**config.mk**
```make
export PLATFORM = sky130hd
export DESIGN_NAME = cfg_chain_loader
export DESIGN_NICKNAME = d
export VERILOG_FILES = /design/src/rtl/cfg_loader_pkg.sv /design/src/rtl/cfg_word_serializer.sv /design/src/rtl/cfg_chain_loader.sv
export SDC_FILE = /design/constraint.sdc
export NUM_CORES = 1
export LEC_CHECK = 0
export CORE_ASPECT_RATIO = 0.5
export CORE_UTILIZATION = 54
export CTS_CLUSTER_DIAMETER = 100
export DETAILED_ROUTE_END_ITERATION = 6
export PLACE_DENSITY = 0.91
export RECOVER_POWER = 100
export SYNTH_ARGS = -nofsm -noshare
export SYNTH_HDL_FRONTEND = slang
export SYNTH_SLANG_ARGS = --single-unit
```
**constraint.sdc**
```tcl
create_clock -name clk -period 4.1 [get_ports clk]
set_clock_uncertainty 0.05 [all_clocks]
set_input_delay 0.615 -clock clk [delete_from_list [all_inputs] [get_ports clk]]
set_output_delay 0.615 -clock clk [all_outputs]
set_load 0.01 [all_outputs]
```
**src/rtl/cfg_loader_pkg.sv**
```systemverilog
// Shared types and helpers for the configuration chain loader.
// Chain selection works on a per-chain "length is non-zero" mask.
package cfg_loader_pkg;

    typedef enum logic [1:0] {
        IDLE,
        LOAD,
        DONE,
        ERROR
    } state_e;

    localparam int unsigned MaxChains = 64;
    localparam int unsigned MaxIdxW   = 6;

    typedef struct packed {
        logic               found;
        logic [MaxIdxW-1:0] idx;
    } chain_sel_t;

    // Lowest chain index >= from_idx whose length is non-zero.
    function automatic chain_sel_t next_nonzero_chain(input logic [MaxChains-1:0] nz_mask,
                                                      input int unsigned from_idx);
        chain_sel_t sel;
        sel = '0;
        for (int unsigned i = 0; i < MaxChains; i++) begin
            if (!sel.found && i >= from_idx && nz_mask[i]) begin
                sel.found = 1'b1;
                sel.idx   = MaxIdxW'(i);
            end
        end
        return sel;
    endfunction

endpackage

```
**src/rtl/cfg_word_serializer.sv**
```systemverilog
// Word buffer that accepts a stream word and emits it MSB-first, one bit per shift.
// Ready is offered on the last buffered bit as well, so consecutive words have no bubble.
module cfg_word_serializer #(
    parameter int unsigned WORD_W = 8
) (
    input  logic              clk,
    input  logic              reset,
    input  logic              flush_i,
    input  logic              en_i,
    input  logic              shift_i,
    input  logic [WORD_W-1:0] data_i,
    input  logic              valid_i,
    output logic              ready_o,
    output logic              bit_o,
    output logic              avail_o,
    output logic              one_left_o
);
    localparam int unsigned CntW = $clog2(WORD_W + 1);

    logic [WORD_W-1:0] buf_q, buf_d;
    logic [CntW-1:0]   buf_cnt_q, buf_cnt_d;

    assign avail_o    = (buf_cnt_q != '0);
    assign one_left_o = (buf_cnt_q == CntW'(1));
    assign bit_o      = buf_q[WORD_W-1];
    assign ready_o    = en_i && ((buf_cnt_q == '0) || (one_left_o && shift_i));

    always_comb begin
        buf_d     = buf_q;
        buf_cnt_d = buf_cnt_q;
        if (flush_i) begin
            buf_cnt_d = '0;
        end else if (valid_i && ready_o) begin
            buf_d     = data_i;
            buf_cnt_d = CntW'(WORD_W);
        end else if (shift_i && avail_o) begin
            buf_d     = buf_q << 1;
            buf_cnt_d = buf_cnt_q - CntW'(1);
        end
    end

    always_ff @(posedge clk or posedge reset) begin
        if (reset) begin
            buf_q     <= '0;
            buf_cnt_q <= '0;
        end else begin
            buf_q     <= buf_d;
            buf_cnt_q <= buf_cnt_d;
        end
    end

endmodule

```
**src/rtl/cfg_chain_loader.sv**
```systemverilog
// Streams a packed bitstream into NUM_CHAINS daisy-chained config shift chains, one chain
// at a time, and drives the global prgm_b / done / err status.
module cfg_chain_loader
    import cfg_loader_pkg::*;
#(
    parameter int unsigned NUM_CHAINS = 4,
    parameter int unsigned WORD_W     = 8,
    parameter int unsigned LEN_W      = 16
) (
    input  logic                        clk,
    input  logic                        reset,
    input  logic                        cfg_start,
    input  logic                        cfg_abort,
    input  logic [NUM_CHAINS*LEN_W-1:0] chain_len,
    input  logic [WORD_W-1:0]           cfg_data,
    input  logic                        cfg_valid,
    input  logic                        cfg_last,
    output logic                        cfg_ready,
    output logic [NUM_CHAINS-1:0]       bit_out,
    output logic [NUM_CHAINS-1:0]       chain_shift,
    output logic                        prgm_b,
    output logic                        busy,
    output logic                        done,
    output logic                        err
);
    localparam int unsigned IdxW = (NUM_CHAINS > 1) ? $clog2(NUM_CHAINS) : 1;

    state_e                           state_q, state_d;
    logic [NUM_CHAINS-1:0][LEN_W-1:0] len_q, len_d;
    logic [IdxW-1:0]                  idx_q, idx_d;
    logic [LEN_W-1:0]                 cnt_q, cnt_d;
    logic                             last_q, last_d;
    logic                             done_q, done_d;

    logic                 ser_bit, ser_avail, ser_one_left, ser_en, ser_flush;
    logic                 shifting, chain_last_bit, finishing, run_dry, accepted;
    logic [LEN_W-1:0]     cur_len;
    logic [MaxChains-1:0] nz_cur, nz_new;
    chain_sel_t           nxt_sel, first_sel;

    cfg_word_serializer #(
        .WORD_W(WORD_W)
    ) u_serializer (
        .clk       (clk),
        .reset     (reset),
        .flush_i   (ser_flush),
        .en_i      (ser_en),
        .shift_i   (shifting),
        .data_i    (cfg_data),
        .valid_i   (cfg_valid),
        .ready_o   (cfg_ready),
        .bit_o     (ser_bit),
        .avail_o   (ser_avail),
        .one_left_o(ser_one_left)
    );

    always_comb begin
        nz_cur = '0;
        nz_new = '0;
        for (int unsigned i = 0; i < NUM_CHAINS; i++) begin
            nz_cur[i] = |len_q[i];
            nz_new[i] = |chain_len[i*LEN_W +: LEN_W];
        end
        nxt_sel   = next_nonzero_chain(nz_cur, 32'(idx_q) + 32'd1);
        first_sel = next_nonzero_chain(nz_new, 32'd0);
    end

    assign cur_len        = len_q[idx_q];
    assign shifting       = (state_q == LOAD) && ser_avail && !cfg_abort;
    assign chain_last_bit = ((cnt_q + LEN_W'(1)) == cur_len);
    assign finishing      = shifting && chain_last_bit && !nxt_sel.found;
    // Final word fully consumed while some chain is still short of its length.
    assign run_dry        = shifting && ser_one_left && last_q && !finishing;
    assign ser_en         = (state_q == LOAD) && !cfg_abort && !last_q && !finishing;
    assign ser_flush      = (state_q != LOAD) || cfg_abort || finishing;
    assign accepted       = cfg_valid && cfg_ready;

    always_comb begin
        state_d = state_q;
        len_d   = len_q;
        idx_d   = idx_q;
        cnt_d   = cnt_q;
        last_d  = last_q;
        done_d  = 1'b0;
        unique case (state_q)
            LOAD: begin
                if (cfg_abort) begin
                    state_d = ERROR;
                end else begin
                    if (accepted && cfg_last) last_d = 1'b1;
                    if (shifting) begin
                        if (chain_last_bit) begin
                            cnt_d = '0;
                            if (nxt_sel.found) begin
                                idx_d = IdxW'(nxt_sel.idx);
                            end else begin
                                state_d = DONE;
                                done_d  = 1'b1;
                            end
                        end else begin
                            cnt_d = cnt_q + LEN_W'(1);
                        end
                    end
                    if (run_dry) state_d = ERROR;
                end
            end
            default: begin
                if (cfg_start) begin
                    len_d  = chain_len;
                    cnt_d  = '0;
                    last_d = 1'b0;
                    idx_d  = IdxW'(first_sel.idx);
                    if (first_sel.found) begin
                        state_d = LOAD;
                    end else begin
                        state_d = DONE;
                        done_d  = 1'b1;
                    end
                end
            end
        endcase
    end

    always_ff @(posedge clk or posedge reset) begin
        if (reset) begin
            state_q <= IDLE;
            len_q   <= '0;
            idx_q   <= '0;
            cnt_q   <= '0;
            last_q  <= 1'b0;
            done_q  <= 1'b0;
        end else begin
            state_q <= state_d;
            len_q   <= len_d;
            idx_q   <= idx_d;
            cnt_q   <= cnt_d;
            last_q  <= last_d;
            done_q  <= done_d;
        end
    end

    always_comb begin
        bit_out     = '0;
        chain_shift = '0;
        if (shifting) begin
            chain_shift[idx_q] = 1'b1;
            bit_out[idx_q]     = ser_bit;
        end
    end

    assign prgm_b = (state_q == DONE);
    assign busy   = (state_q == LOAD);
    assign err    = (state_q == ERROR);
    assign done   = done_q;

endmodule

```
==> flow_metrics.tcl <==
set metrics [dict create \
    synthArstFlopShare 1.00 \
    drtIter0Drc 639 \
    die_h_um 73.0 \
    num_antenna_cells 0 \
    rr_worst_depth 9 \
    postCtsHoldBufs 0 \
    hold_viol_final 0 \
    grt_pass1_vias 4246 \
    reg2reg_to "u_serializer.buf_q[7]" \
    grtUsageTotal 0.310 \
    multiInputGateArea_um2 2830 \
    swShare 0.372 \
    whs_path_depth 2 \
    synth_cell_type_count 61 \
    core_area_um2 9630 \
    violations "max-capacitance violations, max-slew violations" \
    cp_max_fo 15 \
    synthesis.nets 552 \
    syn_inst 471 \
    yosysWarnings 0 \
    dr_total_vias 4600 \
    path_class "flop to primary output" \
    avgRoutedWirePerCell_um 22.3 \
    ys_seq_elements 98 \
    numCtsBuffers 9 \
    postRouteAntennaNets 0 \
    wirelength_um 15500 \
    clk_pin_slew_ns 0.07 \
    dp_hpwl_um 11300 \
    power.share.combinational 0.409 \
    via_per_inst 6.60 \
    path_cells "buf_4 -> mux4_1 -> xor2_1 -> and4_1 -> o2111ai_2 -> nor4_4 -> a21oi_2 -> o211a_1 -> clkdlybuf4s50_1" \
    end_kind "primary output" \
    tns_ns 0 \
    place.gp.congestion 0.930 \
    period_share 0.954 \
    die_area_um2 10500 \
    antenna_found_initial 0 \
    ys.flop_type "dfrtp_1" \
    irDropWorstVdd_mv 0.292 \
    syn-cell-area_um2 5450 \
    power_leakage_nw 2.72 \
    reg2reg_setup_slack_ns 0.68 \
    synth.area.top_cells "dfrtp_1 (45%), mux2_2 (14%), mux4_2 (5.0%)" \
    syn_avg_cell_area_um2 11.6 \
    synth_most_common_cell "dfrtp_1" \
    ys_seq_area_frac 0.450 \
    synth_edf_count 0 \
    cts_tree "built" \
    hold_path_end "u_serializer.buf_q[0]" \
    grt_pass1_wl_um 23800 \
    overflow 0 \
    drt_pass1_iterations 5 \
    cp-start-kind "flop" \
    finish.utilization 0.704 \
    slowest_delay_ns 0.59 \
    ff_latch_area_um2 2450 \
    cp.arrival_ns 3.25 \
    drive_gt1_frac 0.212 \
    p_int_mw 2.91 \
    fp.dieW_um 144 \
    placementRows 25 \
    switchingPower_mw 1.72 \
    fillCellCount 674 \
    synth_common_cells "dfrtp_1 (98), mux2_2 (66), nand2_1 (33), nor4_1 (31), nor3_1 (20)" \
    max_freq_mhz 256 \
    cpMaxStageDelayCell "mux4_1" \
    clockRootBuffer "clkbuf_16" \
    cap_viol_max_count 2 \
    ios 91 \
    final_area_um2 6780 \
    slew_violations 118 \
    hp-class "flop to flop" \
    clockBufferDepth 2 \
    p_per_area_nw_per_um2 683 \
    yosys.area.top_type "dfrtp_1" \
    tightest_slew_ns 2.18 \
    place_area_um2 6470 \
    seqPwrFrac 0.403 \
    synth_top_cell_area_share 0.450 \
    setup_viol 0 \
    clock_latency_ns 0.35 \
    start_util 0.566 \
    status "finished with violations" \
    htree_levels 3 \
    syn_to_final_growth_pct 24.5 \
    finalCriticalPeriod_ns 3.91 \
    relSlewSlack -0.460 \
    rsz0062_at_grt "no" \
    layout.nets 638 \
    clkPwrFrac 0.188 \
    io_buffers 90 \
    grt_max_degree 66 \
    remaining_drc_errors 0 \
    reg2reg_from "idx_q[1]" \
    cts_sinks 98 \
    hold_start "u_serializer.buf_q[0]" \
    worst_ep_required_time_ns 3.43 \
]
## power by group through the flow
stage | sequential, mW | combinational (mW) | clock (mW)
floorplan | 1.58 | 1.48 | 0
global placement | 1.79 | 1.72 | 0
detailed placement | 1.84 | 1.82 | 0
CTS | 1.83 | 1.84 | 0.878
global route | 1.89 | 2.02 | 0.921
finish | 1.87 | 1.89 | 0.872
## cell usage in the layout (no fill, tap or decap), drive strengths merged, types with 6 or more instances in the layout
cell / count
a21oi: 7
a22o: 7
a2bb2oi: 7
buf: 10
clkbuf: 13
clkdlybuf4s50: 78
dfrtp: 98
dlygate4sd3: 12
inv: 9
mux2: 66
mux4: 16
nand2: 33
nand3: 14
nand4: 8
nor2: 19
nor3: 20
nor4: 33
o22ai: 7
o31ai: 9
xnor2: 15
xor2: 6
## cell type report
| cell class | count | area share |
|---|---|---|
| Tap cell | 135 | 0.0249 |
| Clock inverter | 7 | 0.0125 |
| Inverter | 7 | 0.00406 |
| Timing Repair Buffer | 104 | 0.146 |
| Multi-Input combinational cell | 337 | 0.417 |
| Clock buffer | 9 | 0.0332 |
| Sequential cell | 98 | 0.362 |
## flip-flops by register name (all words and copies together) (netlist names)
signal,count
len_q,64
cnt_q,16
u_serializer.buf_q,8
u_serializer.buf_cnt_q,4
idx_q,2
state_q,2
done,1
last_q,1
## critical path, delay by kind of cell (launching register included)
family	cells	cell delay [ns]
AO/OA/AOI/OAI	3	0.43
XOR/XNOR	1	0.18
buffers and inverters	2	0.72
flip-flops	1	0.44
multiplexers	1	0.59
AND/OR/NAND/NOR	2	0.54
## routing by layer
layer,part of all wire,global-route usage,up-vias
li1,-,-,1979
met1,0.41,0.422,2250
met2,0.46,0.477,315
met3,0.096,0.0879,56
met4,0.035,0.115,0
met5,0,0,-
## per-stage QoR
stage          worst slack [ns]  cells  power [mW]  hold slack (ns)
2_1_floorplan             0.873    471        3.07            0.418
3_3_place_gp              0.469    677        3.51            0.434
3_5_place_dp              0.374    677        3.66            0.438
4_1_cts                   0.110    693        4.56            0.454
5_1_grt                  0.0189    697        4.83            0.492
6_report                  0.187    697        4.63            0.469
## how the worst max path moves through the flow
stage / start / end / slack (ns) / depth (start not counted)
after detailed placement: idx_q[1] / cfg_ready / 0.37 / 9
after floorplan: reset / cnt_q[0] / 0.87 / 1
after global routing: idx_q[0] / cfg_ready / 0.02 / 8
after CTS: idx_q[1] / cfg_ready / 0.11 / 9
after global placement: idx_q[1] / cfg_ready / 0.47 / 9
final: idx_q[1] / cfg_ready / 0.19 / 9
## cell families (layout without fill, tap and decap cells)
family	count (synthesis)	in the layout	share of synthesized area
flops	98	98	0.450
buf+inv	36	127	0.0310
fa+ha+maj	3	3	0.00689
simple gates	157	157	0.156
compound gates	70	70	0.0985
mux	82	82	0.205
xor+xnor	25	25	0.0521
## repair_timing
action,4_1_cts,5_1_grt
endpoints found under the setup margin,1,1
setup buffers,0,4
resized for setup,2,1
Power figures use the tool's default switching activity.
